File: src/rtl/tag_scrub_writer.sv
// tag_scrub_writer: serialises tagged writes, scrubs H->L downgrades and sweeps flushes in constant time
module tag_scrub_writer #(
  parameter int N_ENTRIES = 16,
  parameter int IDX_W     = 4,
  parameter int DATA_W    = 3
) (
  input  logic                 clk,
  input  logic                 rst_n,
  input  logic                 req_valid,
  output logic                 req_ready,
  input  logic [IDX_W-1:0]     req_idx,
  input  logic                 req_tag,
  input  logic [DATA_W-1:0]    req_data,
  input  logic                 flush_req,
  output logic                 flush_busy,
  output logic                 flush_done,
  output logic                 wr_en,
  output logic [IDX_W-1:0]     wr_idx,
  output logic                 wr_tag,
  output logic [DATA_W-1:0]    wr_data,
  output logic [N_ENTRIES-1:0] tags_o
);
  typedef enum logic [1:0] {IDLE, SCRUB, COMMIT, FLUSH} state_t;
  localparam logic [IDX_W-1:0] LAST = IDX_W'(N_ENTRIES - 1);
  state_t state, state_nx;
  logic [IDX_W-1:0] cnt, lat_idx;
  logic [DATA_W-1:0] lat_data;
  logic [N_ENTRIES-1:0] tags;
  logic accept, down;
  assign req_ready = (state == IDLE) && !flush_req;
  assign accept = req_valid && req_ready;
  assign down = tags[req_idx] && !req_tag;
  assign tags_o = tags;
  always_comb begin
    state_nx = state;
    case (state)
      IDLE:    state_nx = flush_req ? FLUSH : (accept && down) ? SCRUB : IDLE;
      SCRUB:   state_nx = COMMIT;
      COMMIT:  state_nx = IDLE;
      FLUSH:   state_nx = (cnt == LAST) ? IDLE : FLUSH;
      default: state_nx = IDLE;
    endcase
  end
  always_ff @(posedge clk or negedge rst_n)
    if (!rst_n) state <= IDLE;
    else state <= state_nx;
  // Reset forces all-H: array contents survive reset, so no entry may be trusted as L.
  always_ff @(posedge clk or negedge rst_n) begin
    if (!rst_n) begin
      wr_en      <= 1'b0;
      wr_idx     <= '0;
      wr_tag     <= 1'b1;
      wr_data    <= '0;
      flush_busy <= 1'b0;
      flush_done <= 1'b0;
      tags       <= '1;
      cnt        <= '0;
      lat_idx    <= '0;
      lat_data   <= '0;
    end else begin
      wr_en      <= 1'b0;
      flush_done <= 1'b0;
      case (state)
        IDLE:
          if (flush_req) begin
            flush_busy <= 1'b1;
            cnt        <= '0;
            wr_en      <= 1'b1;
            wr_idx     <= '0;
            wr_tag     <= 1'b0;
            wr_data    <= '0;
          end else if (accept) begin
            wr_en    <= 1'b1;
            wr_idx   <= req_idx;
            lat_idx  <= req_idx;
            lat_data <= req_data;
            wr_tag   <= down ? 1'b1 : req_tag;
            wr_data  <= down ? '0 : req_data;
            if (!down) tags[req_idx] <= req_tag;
          end
        SCRUB: begin
          wr_en   <= 1'b1;
          wr_idx  <= lat_idx;
          wr_tag  <= 1'b0;
          wr_data <= lat_data;
        end
        COMMIT: tags[lat_idx] <= 1'b0;
        FLUSH: begin
          tags[cnt] <= 1'b0;
          if (cnt == LAST) begin
            flush_busy <= 1'b0;
            flush_done <= 1'b1;
          end else begin
            cnt    <= cnt + 1'b1;
            wr_en  <= 1'b1;
            wr_idx <= cnt + 1'b1;
          end
        end
        default: ;
      endcase
    end
  end
endmodule
File: config.mk
export PLATFORM = sky130hd
export DESIGN_NAME = tag_scrub_writer
export DESIGN_NICKNAME = d
export VERILOG_FILES = /design/src/rtl/tag_scrub_writer.sv
export SDC_FILE = /design/constraint.sdc
export NUM_CORES = 1
export LEC_CHECK = 0
export BUFFER_PORTS_ARGS = -buffer_cell sky130_fd_sc_hd__buf_2
export CORE_MARGIN = 2
export CORE_UTILIZATION = 52
export CTS_CLUSTER_DIAMETER = 100
export DETAILED_ROUTE_END_ITERATION = 8
export GPL_ROUTABILITY_DRIVEN = 0
export GPL_TIMING_DRIVEN = 0
export PLACE_DENSITY_LB_ADDON = 0.15
export SLEW_MARGIN = 20
export SYNTH_ARGS = -nofsm -noshare
export SYNTH_HDL_FRONTEND = slang
export SYNTH_SLANG_ARGS = --single-unit
File: constraint.sdc
create_clock -name clk -period 1.9 [get_ports clk]
set_input_delay 0.095 -clock clk [delete_from_list [all_inputs] [get_ports clk]]
set_output_delay 0.095 -clock clk [all_outputs]
set_load 0.03 [all_outputs]
# Yosys cells after proc, flatten, opt, wreduce, memory -nomap -nowiden
# Index checks and enable logic that the tools add are counted.
[totals]
ff_bits = 40
input_bits = 12
word_cells = 94
[classes]
n_addsub = 1
magnitude_cmp = 6
eq_ne = 11
n_mux = 40
bitwise_logic = 5
reduce_logical = 20
[ops]
columns = ["cell", "count"]
rows = [
  ["$mux 16", 3],
  ["$pmux 16 s3", 1],
  ["$and 16x16->16", 2],
  ["$not 16->16", 2],
  ["$bwmux 16", 1],
  ["$mux 4", 4],
  ["$lt 4x5->1 const B", 3],
  ["$mux 1", 15],
  ["$demux 1 s4", 3],
  ["$ge 4x1->1 const B", 3],
  ["$ne 2x2->1 const B", 6],
  ["$pmux 4 s3", 1],
  ["$reduce_and 3->1", 4],
  ["$mux 3", 3],
  ["$pmux 2 s4", 1],
  ["$pmux 4 s2", 1],
  ["$logic_and 1x1->1", 7],
  ["$pmux 3 s2", 1],
  ["$reduce_bool 3->1", 2],
  ["$add 4x1->4 const B", 1],
  ["$bmux 1 s4", 1],
  ["$eq 2x2->1 const B", 2],
  ["$eq 4x4->1 const B", 1],
  ["$mux 2", 2],
  ["other kinds (10)", 13],
]

# Depth between registers and ports, before layout
# Gate-level depths: netlist (run 1).
[depth]
ltp_word = 9
mapped_depth = 8

# Least setup slack after synthesis (run 1)
# No wires, ideal clock.
[synth_timing]
kind = "register to register"
startpoint = "register state[0]"
endpoint = "register wr_data[0]"
arrival_ns = 1.946
t_required_ns = 1.824
path_slack_ns = -0.122
stages_incl_launch_ff = 7
n_path_buf = 2
cell_sequence = "dfrtp_1 clkbuf_1 nor3_1 and2_1 clkbuf_1 nand2_1 o21ai_1"
[synth_via]
elab_chain_cells = 5
word_cells_on_any_way = 8
[synth_lines]
columns = ["item", "line", "rtl"]
rows = [
  ["start: declaration", "25", "state_t state, state_nx;"],
  ["start signal: assignment", "46", "else state <= state_nx;"],
  ["$logic_not 2->1", "30", "assign req_ready = (state == IDLE) && !flush_req;"],
  ["$logic_and 1x1->1", "30", ""],
  ["net req_ready", "10", "output logic req_ready,"],
  ["$logic_and 1x1->1", "31", "assign accept = req_valid && req_ready;"],
  ["$ne 3x3->1 (no line)", "-", ""],
  ["$reduce_and 2->1 (no line)", "-", ""],
  ["end signal: assignment", "78", "wr_data <= down ? '0 : req_data;"],
  ["end signal: assignment", "85", "wr_data <= lat_data;"],
  ["end: declaration", "20", "output logic [DATA_W-1:0] wr_data,"],
]
# The timed path passes the listed nets, and every way through them passes these cells.
# A chain may end at the register's enable or synchronous reset.

# Worst setup path in the final report (run 1)
[layout_timing]
startpoint = "register tags[11] (netlist: tags_o[11])"
endpoint = "register tags[3] (netlist: tags_o[3])"
[layout_via]
elab_chain_cells = 5
[layout_lines]
columns = ["item", "line", "rtl"]
rows = [
  ["start: declaration", "28", "logic [N_ENTRIES-1:0] tags;"],
  ["start signal: indexed assignment", "79", "if (!down) tags[req_idx] <= req_tag;"],
  ["$bmux 1 s4", "32", "assign down = tags[req_idx] && !req_tag;"],
  ["$mux 1 (not written as such)", "32", ""],
  ["$logic_and 1x1->1", "32", ""],
  ["$ne 2x2->1 (no line)", "-", ""],
  ["$reduce_and 4->1 (no line)", "-", ""],
]
# No other way between the ends. The select of a mux whose other input is x is not followed.

==> out/qor.txt, run 1 <==
TIMING
----------------------------------------------------------------------------------
RSZ-0062 raised after global routing                                           yes
Maximum achievable frequency                                               504 MHz
Worst Slack Setup Final                                                 -0.0830 ns
Worst-case headroom to the max-slew limit                                    0.421
Slew at the pin closest to its max-slew limit                             0.868 ns
Worst-case clock skew                                                   0.00693 ns
Hold violation count in the final report                                         0
Max Transition Viols Final                                                       0
Final setup violation count                                                     17
Period utilization                                                            1.04
Clock period minus final worst setup slack                                 1.98 ns

PLACE
----------------------------------------------------------------------------------
Worst slack at placement                                                 -0.291 ns
Dpl hpwl                                                                   5.48 mm
Area of placed instances                                                 2930 um^2
Number of buffers added on ports                                                36

CELLS AND AREA
----------------------------------------------------------------------------------
Number of fillers in the final layout                                          462
Layout Area Growth over Synthesis                                            22.3%
Final non-filler cell area                                               3250 um^2
FF/Latch Area                                                            1020 um^2
Share of cells above drive strength 1                                        0.309
Antenna cells                                                                    0
Fin nets                                                                       403
Area of the multi-input gates                                            1570 um^2

FLOW RUN
----------------------------------------------------------------------------------
Max-cap viol count                                                               0

POWER AND IR DROP
----------------------------------------------------------------------------------
Worst voltage drop across the vdd grid                                  0.000985 V
Design Power                                                               6.38 mW
Static Leakage                                                             1.40 nW
Power Dens Cells                                                      1960 nW/um^2

FLOORPLANNING
----------------------------------------------------------------------------------
IO Pins                                                                         40
Chip width                                                                 75.5 um
Placeable core region                                                    5010 um^2
Starting density of the core                                                 0.530
FP Rows                                                                         26
Die Outline Area                                                         5700 um^2
Height of the die                                                          75.5 um

CRITICAL PATH
----------------------------------------------------------------------------------
Category of the most critical setup path                                reg -> reg
Slowest cell on crit path                                             sky130_fd_sc_hd__mux4_2
Start of the worst register-to-register path                            tags_o[11]
Kind of launch point of the worst setup path                              register
Reg-to-reg critical path endpoint                                        tags_o[3]
CP max FO                                                                        8
Last element of the critical path                                        tags_o[3]
Worst EP required                                                          2.13 ns
Endpoint kind of the worst setup timing path                              register
Register-to-register path setup slack                                     -0.08 ns
Data arrival at the endpoint of the critical path                          2.21 ns
Stage delay of the slowest cell on the critical path                       0.54 ns
Crit path from                                                          tags_o[11]
Cell-by-cell trace of the critical path                               mux2_2, mux4_2, a31oi_4, buf_4, and2_4, buf_6, a21oi_1
R2R depth                                                                        7

CTS
----------------------------------------------------------------------------------
Clock slew seen by the registers of the worst setup and hold paths         0.09 ns
TritonCTS sink count                                                            40
Max H-tree Level                                                                 2
Maximum buffer depth of the clock tree                                           2
Clk Latency, worst-skew pair                                               0.30 ns
CTS tree                                                                      done
TritonCTS Buffers                                                                5
CTS Root Cell                                                         sky130_fd_sc_hd__clkbuf_8

SYNTH
----------------------------------------------------------------------------------
Xor/xnor share of the synthesized area                                     0.00659
Mapped Avg Cell Area                                                     8.00 um^2
Count of different cell masters after synthesis                                 38
Synthesized netlist cell count                                                 332
Synthesized area                                                         2660 um^2
Top cell type by total area after synthesis                           sky130_fd_sc_hd__dfrtp_1
Yosys Warn Count                                                                 0
Synthesized-area fraction occupied by adder cells                           0.0188
Share of the synthesized area in compound gates (AO/OA/AOI/OAI)              0.225
Total nets after synthesis                                                     348
Sequential cell area fraction in the yosys report                            0.385
Area fraction of the dominant cell type after synthesis                      0.217
Mux share of post-synthesis cell area                                       0.0650
Cell types with the largest area share after synthesis                sky130_fd_sc_hd__dfrtp_1, sky130_fd_sc_hd__dfstp_2, sky130_fd_sc_hd__a21oi_1
Fraction of the mapped netlist area in simple logic gates                    0.246
Combinational family with the most area after synthesis               simple AND/OR/NAND/NOR gates
Number of synthesized register bits                                             40

GLOBAL ROUTE
----------------------------------------------------------------------------------
Number of antenna violations at the first check in global routing                0
Met2 track utilization from global routing                                   0.446
Met1 GRT Util                                                                0.420
Busiest grt layer                                                             met2
Vias in the first global route                                                2580
Overflow left after global routing                                               0
GR Util All Layers                                                           0.298
Largest net degree at the start of global routing                               41
GRT met3 Usage                                                              0.0608
Global-route wire length before repair                                     12.7 mm

DETAILED ROUTING
----------------------------------------------------------------------------------
Average wire per cell in the routed design                                 17.5 um
Drt pass-1 iters                                                                 6
DRC viols                                                                        0
Total number of vias                                                          2805
Via-per-instance ratio                                                        6.12
Post-detailed-routing wire length                                          8.00 mm
Remaining number of nets flagged by the antenna check after routing              0
Initial detailed-routing violation count                                       429

STATUS
----------------------------------------------------------------------------------
Violated checks                                                       negative setup slack
Status                                                                finished, violations left

HOLD PATH
----------------------------------------------------------------------------------
Worst min-delay path class                                               in -> reg

[critical path, delay by kind of cell, from the launching register on]
| family | cells | cell delay (ns) |
|---|---|---|
| flops | 1 | 0.39 |
| buf+inv | 2 | 0.28 |
| mux | 2 | 0.80 |
| simple gates | 1 | 0.13 |
| compound gates | 2 | 0.30 |
[power by group]
part           switching [mW]  internal [mW]
clock                   0.337          0.396
combinational            2.43           1.46
sequential              0.355           1.39
total                    3.13           3.25
[routing by layer]
layer  up-vias  share of wire
li1       1281              -
met1      1337           0.43
met2       150           0.45
met3        37          0.084
met4         0          0.031
met5         -              0
[cell usage after synthesis (all sizes together)]
cell type / n
nand2b: 1
o22ai: 1
buf: 7
clkinv: 1
dfrtp: 23
ha: 4
inv: 3
nor2: 26
nor2b: 10
o21ai: 9
nand4: 2
a31oi: 9
a22oi: 4
nor3: 7
and3: 4
xnor2: 2
nand3: 8
dfstp: 17
nor3b: 7
nand2: 74
mux2: 11
mux4: 2
a21oi: 56
a21bo: 1
a41oi: 5
o31ai: 2
and2: 4
clkbuf: 20
nand3b: 1
a221oi: 11
[cells by family (layout without fill, tap and decap cells)]
family                     count (synthesis)  in the layout
AOI/OAI and AO/OA                         98             98
xor gates and xnor gates                   2              2
adders and majority gates                  4              4
buffers and inverters                     31             87
DFF                                       40             40
muxes                                     13             13
and+or+nand+nor                          144            144
[layout make-up]
class | instances | share of cell area
buffer | 25 | 0.0427
clock buffer | 5 | 0.0212
clock inverter | 3 | 0.0146
inverter | 4 | 0.00500
multi-input combinational | 261 | 0.484
sequential | 40 | 0.314
tap | 70 | 0.0269
timing repair buffer | 50 | 0.0908
[worst min path at each step]
stage                      from          end  slack, ns  cells after the start
floorplan                 rst_n       cnt[0]      -0.20                      0
global placement          rst_n   flush_busy       0.26                      1
detailed placement        rst_n   flush_busy       0.26                      1
CTS                 req_data[2]  lat_data[2]      0.002                      3
global route        req_data[2]  lat_data[2]       0.03                      3
finish              req_data[2]  lat_data[2]      0.006                      3
[repair_timing]
action	4_1_cts	5_1_grt
pin swaps	2	1
buffers inserted	9	3
cloned	1	0
endpoints found under the hold margin	23	0
gates resized for setup	16	17
setup endpoints to repair	24	29
hold buffers	1	0
[stage by stage]
step	setup TNS, ns	hold slack, ns	std cells	util
3_3_place_gp	-2.55	0.256	438	0.585
4_1_cts	-1.07	0.00181	456	0.635
3_5_place_dp	-3.43	0.260	438	0.585
2_1_floorplan	0	-0.201	332	-
6_report	-0.963	0.00640	458	0.649
5_1_grt	-1.46	0.0318	458	0.649
[state kept, by name (all words and copies together) (netlist names), 2 cells and up]
| name | cells |
|---|---|
| lat_idx | 4 |
| lat_data | 3 |
| tags_o | 16 |
| state | 2 |
| cnt | 4 |
| wr_data | 3 |
| wr_idx | 4 |
[layout by cell type, fill, tap and decap left out, drive strengths merged, types with 8 or more instances in the layout]
cell type,netlist,routed
nor2b,10,10
dfstp,17,17
clkbuf,20,23
nor2,26,26
dfrtp,23,23
mux2,11,11
a31oi,9,9
a221oi,11,11
nand3,8,8
o21ai,9,9
a21oi,56,56
buf,7,56
nand2,74,74
(Power assumes the default switching activity.)
==> inputs of run 2 (changes only) <==
Settings changed: RECOVER_POWER set to 50.
Clock period 1.9 ns to 1.6 ns, I/O delays scaled along.
==> run 2 against run 1 <==
Effect of this change: the run ends with negative hold slack, negative setup slack left; sequential power up 23%; highest routed layer unchanged; clock power up 36%; global-route usage down 0.13 points; die area unchanged; wire length up 1.4%; critical path type unchanged; hold slack worse by 0.023 ns; clock skew up 0.0040 ns; setup slack worse by 0.27 ns; flip-flop and latch count unchanged; utilization up 1.7 points; sequential share of layout area down 0.69 points; final cell count down 0.87%.
==> out/qor.txt, run 2 (same netlist as run 1, synthesis figures left out) <==
PLACE
----------------------------------------------------------------------------------
Cell count after placement                                                     438   unchanged
Worst slack at placement                                                 -0.482 ns   -0.191 ns
Dpl hpwl                                                                   5.43 mm   -0.90%
Number of buffers added on ports                                                36   unchanged
Area of placed instances                                                 2970 um^2   +1.3%

POWER AND IR DROP
----------------------------------------------------------------------------------
Sw Ratio                                                                     0.483   -0.00690
Total net switching power                                                  3.81 mW   +22%
Static Leakage                                                             1.37 nW   -2.0%
Internal power                                                             4.08 mW   +25%
Worst voltage drop across the vdd grid                                   0.00112 V   +13%
Relative contribution of the clock network to total power                    0.126   +0.011
Power Dens Cells                                                      2370 nW/um^2   +21%
Relative contribution of combinational cells to total power                  0.603   -0.008
Sequential group share of total power                                        0.271   -0.003

CRITICAL PATH
----------------------------------------------------------------------------------
Reg-to-reg critical path endpoint                                        tags_o[6]
Register-to-register path setup slack                                     -0.36 ns   -0.27 ns
Crit path from                                                          tags_o[15]
CP max FO                                                                        7   -1
Endpoint kind of the worst setup timing path                              register
Category of the most critical setup path                                reg -> reg
Slowest cell on crit path                                             sky130_fd_sc_hd__mux4_2
Data arrival at the endpoint of the critical path                          2.19 ns   -0.02 ns
Stage delay of the slowest cell on the critical path                       0.55 ns   about the same
Buf+Inv Stages, Crit Path                                                        2   unchanged
Worst EP required                                                          1.83 ns   -0.30 ns
Kind of launch point of the worst setup path                              register
Cell-by-cell trace of the critical path                               mux2_4, mux4_2, a31oi_4, buf_12, buf_8, a31oi_1, a21oi_1
R2R depth                                                                        7   unchanged
Start of the worst register-to-register path                            tags_o[15]
Crit-path leading delay family                                        multiplexers

TIMING
----------------------------------------------------------------------------------
Worst-case clock skew                                                    0.0110 ns   +0.00403 ns
Worst hold slack                                                        -0.0161 ns   -0.0225 ns
Final setup violation count                                                     21   +4
Maximum achievable frequency                                               511 MHz   +1.3%
RSZ-0062 raised after global routing                                           yes
Max Transition Viols Final                                                       0   unchanged
Hold violation count in the final report                                         1   +1
Worst-case headroom to the max-slew limit                                    0.340   -0.0813
Slew at the pin closest to its max-slew limit                             0.990 ns   +0.122 ns
Clock period minus final worst setup slack                                 1.96 ns   -0.0250 ns
Period utilization                                                            1.22   +0.180
Worst Slack Setup Final                                                  -0.358 ns   -0.275 ns

CTS
----------------------------------------------------------------------------------
Clock slew seen by the registers of the worst setup and hold paths         0.08 ns   about the same
CTS tree                                                                      done
CTS Root Cell                                                         sky130_fd_sc_hd__clkbuf_8
Maximum buffer depth of the clock tree                                           2   unchanged
Max H-tree Level                                                                 2   unchanged
Clk Latency, worst-skew pair                                               0.31 ns   about the same
TritonCTS sink count                                                            40   unchanged
TritonCTS Buffers                                                                5   unchanged

HOLD PATH
----------------------------------------------------------------------------------
Source of the worst hold timing path                                   req_data[2]
Worst Hold Path Cells                                                            3   unchanged
Worst min-delay path class                                               in -> reg
Sink of the worst hold path                                            lat_data[2]

DETAILED ROUTING
----------------------------------------------------------------------------------
Post-detailed-routing wire length                                          8.11 mm   +1.4%
Total number of vias                                                          2769   -1.3%
Initial detailed-routing violation count                                       279   -35%
Remaining number of nets flagged by the antenna check after routing              0   unchanged
Via-per-instance ratio                                                        6.10   -0.41%
Average wire per cell in the routed design                                 17.9 um   +2.3%
DRC viols                                                                        0   unchanged
Drt pass-1 iters                                                                 6   unchanged

CELLS AND AREA
----------------------------------------------------------------------------------
Largest register FFs                                                            16   unchanged
Layout Area Growth over Synthesis                                            25.5%
Fin nets                                                                       400   -0.74%
Leading cell type in the layout, fill and taps excluded               sky130_fd_sc_hd__nand2_1
Post-layout utilization of the core                                          0.666   +0.0170
Antenna cells                                                                    0   unchanged
Share of cells above drive strength 1                                        0.289   -0.0202
Highest-count cells in the layout ignoring fill and taps              sky130_fd_sc_hd__nand2_1, sky130_fd_sc_hd__a21oi_1, sky130_fd_sc_hd__clkbuf_1
Final std cells w/o fill                                                       454   -0.87%
Final non-filler cell area                                               3340 um^2   +2.6%

GLOBAL ROUTE
----------------------------------------------------------------------------------
Largest net degree at the start of global routing                               41   unchanged
Global-route wire length before repair                                     12.5 mm   -2.1%
GR Util All Layers                                                           0.297   -0.00128
Vias in the first global route                                                2553   -1.0%
Overflow left after global routing                                               0   unchanged
Number of antenna violations at the first check in global routing                0   unchanged

FLOORPLANNING
----------------------------------------------------------------------------------
Chip width                                                                 75.5 um   unchanged
Starting density of the core                                                 0.530   unchanged
FP Rows                                                                         26   unchanged
IO Pins                                                                         40   unchanged
Height of the die                                                          75.5 um   unchanged
Die Outline Area                                                         5700 um^2   unchanged
Placeable core region                                                    5010 um^2   unchanged

STATUS
----------------------------------------------------------------------------------
Violated checks                                                       negative hold slack, negative setup slack
Status                                                                finished, violations left

FLOW RUN
----------------------------------------------------------------------------------
Max-cap viol count                                                               0   unchanged

==> run 2: changes by cell type in the layout (fill, tap and decap cells not counted), moves of 4 or more <==
cell	previous run	this run
sky130_fd_sc_hd__a21oi_1	46	42
sky130_fd_sc_hd__a31oi_1	8	4
sky130_fd_sc_hd__buf_2	36	21
sky130_fd_sc_hd__buf_4	11	7
sky130_fd_sc_hd__clkbuf_1	15	29
==> run 2: power by group through the flow <==
| stage | clock (mW) | combinational [mW] | sequential [mW] |
|---|---|---|---|
| 3_5_place_dp | 0 | 4.08 | 2.07 |
| 3_3_place_gp | 0 | 4.03 | 2.05 |
| 6_report | 0.994 | 4.76 | 2.14 |
| 5_1_grt | 1.04 | 5.12 | 2.21 |
| 2_1_floorplan | 0 | 2.45 | 2.63 |
| 4_1_cts | 0.993 | 4.35 | 2.09 |
==> run 2: timing repair <==
item                                    CTS  global route
hold buffers                              2             0
gates cloned                              2             0
setup buffers                             5             5
gates resized for setup                  20            24
hold endpoints to repair                 24             0
endpoints found under the setup margin   32            32
pin swaps                                 6             4
==> run 2: worst max-delay path by stage <==
| stage | to | slack, ns | cells past startpoint |
|---|---|---|---|
| final | tags_o[6] | -0.36 | 7 |
| after global routing | tags_o[6] | -0.39 | 7 |
| after CTS | tags_o[6] | -0.36 | 7 |
| after detailed placement | wr_idx[2] | -0.48 | 6 |
| after global placement | tags_o[13] | -0.45 | 6 |
| after floorplan | state[0] | -0.26 | 5 |
==> run 2: per-layer routing <==
layer	wire length, um	GRT usage
met5	0	0
met4	228	0.150
met3	689	0.0476
met2	3700	0.461
met1	3500	0.402
==> run 2: cell type report <==
type | instances | area (um^2)
multi-input cells | 261 | 1660
well taps | 70 | 87.6
clock inverters | 2 | 60.1
clock buffers | 5 | 68.8
inverters | 4 | 16.3
repair buffers | 50 | 288
fillers | 464 | 1670
plain buffers | 22 | 130
flip-flops and latches | 40 | 1030
==> run 2: worst reg2reg max path, delay by kind of cell, from the launching register on <==
kind,cells,cell delay [ns]
buffers and inverters,2,0.28
AOI/OAI and AO/OA,3,0.42
DFF,1,0.38
muxes,2,0.80
==> run 2: per-stage QoR <==
| stage | TNS [ns] | power [mW] |
|---|---|---|
| after detailed placement | -11.49 | 6.15 |
| after global routing | -7.61 | 8.37 |
| after floorplan | -4.78 | 5.08 |
| after CTS | -6.25 | 7.43 |
| after global placement | -10.24 | 6.08 |
| final | -6.34 | 7.89 |
==> inputs of run 3 (changes only) <==
Settings changed: ABC_CLOCK_PERIOD_IN_PS set to 1600, TNS_END_PERCENT set to 5.
==> run 3 against run 2 <==
Effect of this change: the run still ends with negative hold slack, negative setup slack left; register-to-register slack worse by 0.05 ns; flip-flop and latch count stayed put; clock skew hardly changed; wire length is 2.3% higher; global-route usage is 0.60 points higher; non-clock buffer count stayed put; sequential share of layout area is 0.32 points higher; maximum frequency is 2.7% lower; combinational power hardly changed; via count is 0.79% higher; clock-buffer cell count stayed put; clock power is 13% lower; critical path type unchanged.
==> out/qor.txt, run 3 (same netlist as run 1, synthesis figures left out) <==
STATUS
----------------------------------------------------------------------------------
Status                                                                finished, violations left
Violated checks                                                       negative hold slack, negative setup slack

FLOORPLANNING
----------------------------------------------------------------------------------
Placeable core region                                                    5010 um^2   unchanged
Chip width                                                                 75.5 um   unchanged
Height of the die                                                          75.5 um   unchanged
IO Pins                                                                         40   unchanged
FP Rows                                                                         26   unchanged
Starting density of the core                                                 0.530   unchanged
Die Outline Area                                                         5700 um^2   unchanged

DETAILED ROUTING
----------------------------------------------------------------------------------
Remaining number of nets flagged by the antenna check after routing              0   unchanged
DRC viols                                                                        0   unchanged
Initial detailed-routing violation count                                       362   +30%
Post-detailed-routing wire length                                          8.30 mm   +2.3%
Drt pass-1 iters                                                                 8   +2
Average wire per cell in the routed design                                 18.2 um   +2.1%
Via-per-instance ratio                                                        6.13   +0.57%
Total number of vias                                                          2791   +0.79%

GLOBAL ROUTE
----------------------------------------------------------------------------------
GRT met3 Usage                                                              0.0767   +0.0291
Number of antenna violations at the first check in global routing                0   unchanged
Busiest grt layer                                                             met2
GR Util All Layers                                                           0.302   +0.00596
Met1 GRT Util                                                                0.421   +0.0192
Global-route wire length before repair                                     12.7 mm   +2.2%
Overflow left after global routing                                               0   unchanged
Vias in the first global route                                                2519   -1.3%
Met2 track utilization from global routing                                   0.445   -0.0155
Largest net degree at the start of global routing                               41   unchanged

TIMING
----------------------------------------------------------------------------------
Slew at the pin closest to its max-slew limit                             0.964 ns   -0.0268 ns
Worst-case headroom to the max-slew limit                                    0.358   +0.0179
Hold violation count in the final report                                         1   unchanged
Worst-case clock skew                                                    0.0106 ns   -0.000375 ns
Worst Slack Setup Final                                                  -0.412 ns   -0.0544 ns
RSZ-0062 raised after global routing                                           yes
Worst hold slack                                                       -0.00254 ns   +0.0136 ns
Maximum achievable frequency                                               497 MHz   -2.7%
Max Transition Viols Final                                                       0   unchanged
Clock period minus final worst setup slack                                 2.01 ns   +0.0544 ns
Final setup violation count                                                     22   +4.8%
Period utilization                                                            1.26   +0.0340

PLACE
----------------------------------------------------------------------------------
Dpl hpwl                                                                   5.50 mm   +1.3%
Worst slack at placement                                                 -0.586 ns   -0.105 ns
Number of buffers added on ports                                                36   unchanged

CRITICAL PATH
----------------------------------------------------------------------------------
Crit path from                                                          tags_o[14]
Cell-by-cell trace of the critical path                               mux2_4, mux4_2, a31oi_4, and2_4, buf_6, a21oi_1
Category of the most critical setup path                                reg -> reg
Data arrival at the endpoint of the critical path                          2.25 ns   +0.06 ns
CP max FO                                                                        8   +1
Slowest cell on crit path                                             sky130_fd_sc_hd__mux4_2
R2R depth                                                                        6   -1
Kind of launch point of the worst setup path                              register
Crit-path leading delay family                                        multiplexers
Stage delay of the slowest cell on the critical path                       0.55 ns   about the same
Logic depth of the worst setup path including buffers                            6   -1
Buf+Inv Stages, Crit Path                                                        1   -1
Worst EP required                                                          1.83 ns   about the same
Endpoint kind of the worst setup timing path                              register
Start of the worst register-to-register path                            tags_o[14]

CELLS AND AREA
----------------------------------------------------------------------------------
Post-layout utilization of the core                                          0.658   -0.00774
Layout Area Growth over Synthesis                                            24.1%
Share of cells above drive strength 1                                        0.294   +0.00444
Fin nets                                                                       400   unchanged
Highest-count cells in the layout ignoring fill and taps              sky130_fd_sc_hd__nand2_1, sky130_fd_sc_hd__a21oi_1, sky130_fd_sc_hd__clkbuf_1
Leading cell type in the layout, fill and taps excluded               sky130_fd_sc_hd__nand2_1
Largest register FFs                                                            16   unchanged
Antenna cells                                                                    0   unchanged

FLOW RUN
----------------------------------------------------------------------------------
Max-cap viol count                                                               0   unchanged

HOLD PATH
----------------------------------------------------------------------------------
Worst min-delay path class                                               in -> reg
Source of the worst hold timing path                                   req_data[2]
Worst Hold Path Cells                                                            3   unchanged

POWER AND IR DROP
----------------------------------------------------------------------------------
Internal power                                                             3.86 mW   -5.4%
Power Dens Cells                                                      2350 nW/um^2   -0.81%
Relative contribution of combinational cells to total power                  0.618   +0.015
Sw Ratio                                                                     0.501   +0.0180
Worst voltage drop across the vdd grid                                   0.00124 V   +11%
Static Leakage                                                             1.35 nW   -1.2%
Total net switching power                                                  3.88 mW   +1.7%
Relative contribution of the clock network to total power                    0.111   -0.015
Sequential group share of total power                                        0.270   about the same

CTS
----------------------------------------------------------------------------------
Maximum buffer depth of the clock tree                                           2   unchanged
Clock slew seen by the registers of the worst setup and hold paths         0.09 ns   about the same
Max H-tree Level                                                                 2   unchanged
TritonCTS sink count                                                            40   unchanged
TritonCTS Buffers                                                                5   unchanged
CTS tree                                                                      done
CTS Root Cell                                                         sky130_fd_sc_hd__clkbuf_8
Clk Latency, worst-skew pair                                               0.31 ns   about the same

## run 3: cell count changes in the layout (fill, tap and decap cells not counted), moves of 2 or more
cell / change
sky130_fd_sc_hd__a21oi_2: +6
sky130_fd_sc_hd__a21oi_1: -5
sky130_fd_sc_hd__a31oi_1: +3
sky130_fd_sc_hd__a31oi_2: -2
sky130_fd_sc_hd__buf_2: +2
sky130_fd_sc_hd__buf_4: -2
sky130_fd_sc_hd__buf_6: +2
sky130_fd_sc_hd__buf_8: -2
sky130_fd_sc_hd__clkbuf_2: -2
sky130_fd_sc_hd__nor3_2: +2
## run 3: final timing paths
kind	end	slack (ns)
max	tags_o[4]	-0.41
min reg2reg	wr_tag	0.46
min	lat_data[2]	-0.003
max reg2reg	tags_o[4]	-0.41
max in group asynchronous	state[1]	0.48
min in group asynchronous	cnt[0]	0.45
## run 3: power groups by stage
stage	clock network, mW	registers, mW	logic [mW]
6_report	0.862	2.09	4.78
5_1_grt	0.912	2.16	5.11
4_1_cts	0.876	2.05	4.54
3_5_place_dp	0	2.06	4.03
3_3_place_gp	0	2.04	3.95
2_1_floorplan	0	2.62	2.34
## run 3: worst register-to-register path, delay by kind of cell (launching register included)
family,cells,cell delay [ns]
multiplexers,2,0.81
AND/OR/NAND/NOR,1,0.20
buffers and inverters,1,0.13
AO/OA/AOI/OAI,2,0.42
flip-flops,1,0.38
## run 3: layer usage
layer / up-vias / part of all wire
met5: - / 0
met4: 0 / 0.023
met3: 22 / 0.087
met2: 159 / 0.46
met1: 1330 / 0.43
li1: 1280 / -
## run 3: timing repair
item	4_1_cts	5_1_grt
gates resized for setup	37	17
pin swaps	5	1
hold buffers	3	0
setup buffers	5	1
endpoints found under the hold margin	25	0
setup endpoints to repair	32	35
gates cloned	1	0
## run 3: per-stage QoR
step           TNS [ns]  total power [mW]  instances  cell area (um^2)
6_report          -7.39              7.73        455              3300
5_1_grt           -9.22              8.18        455              3300
4_1_cts           -7.30              7.47        454              3250
3_5_place_dp     -12.08              6.09        438              2940
3_3_place_gp     -10.85              5.99        438              2940
2_1_floorplan     -5.29              4.96        332              2670
## run 3: cell type report
| type | count | area [um^2] |
|---|---|---|
| fillers | 455 | 1710 |
| flip-flops and latches | 40 | 1020 |
| repair buffers | 46 | 259 |
| clock inverters | 3 | 46.3 |
| clock buffers | 5 | 68.8 |
| plain buffers | 26 | 150 |
| well taps | 70 | 87.6 |
| inverters | 4 | 16.3 |
| multi-input cells | 261 | 1640 |
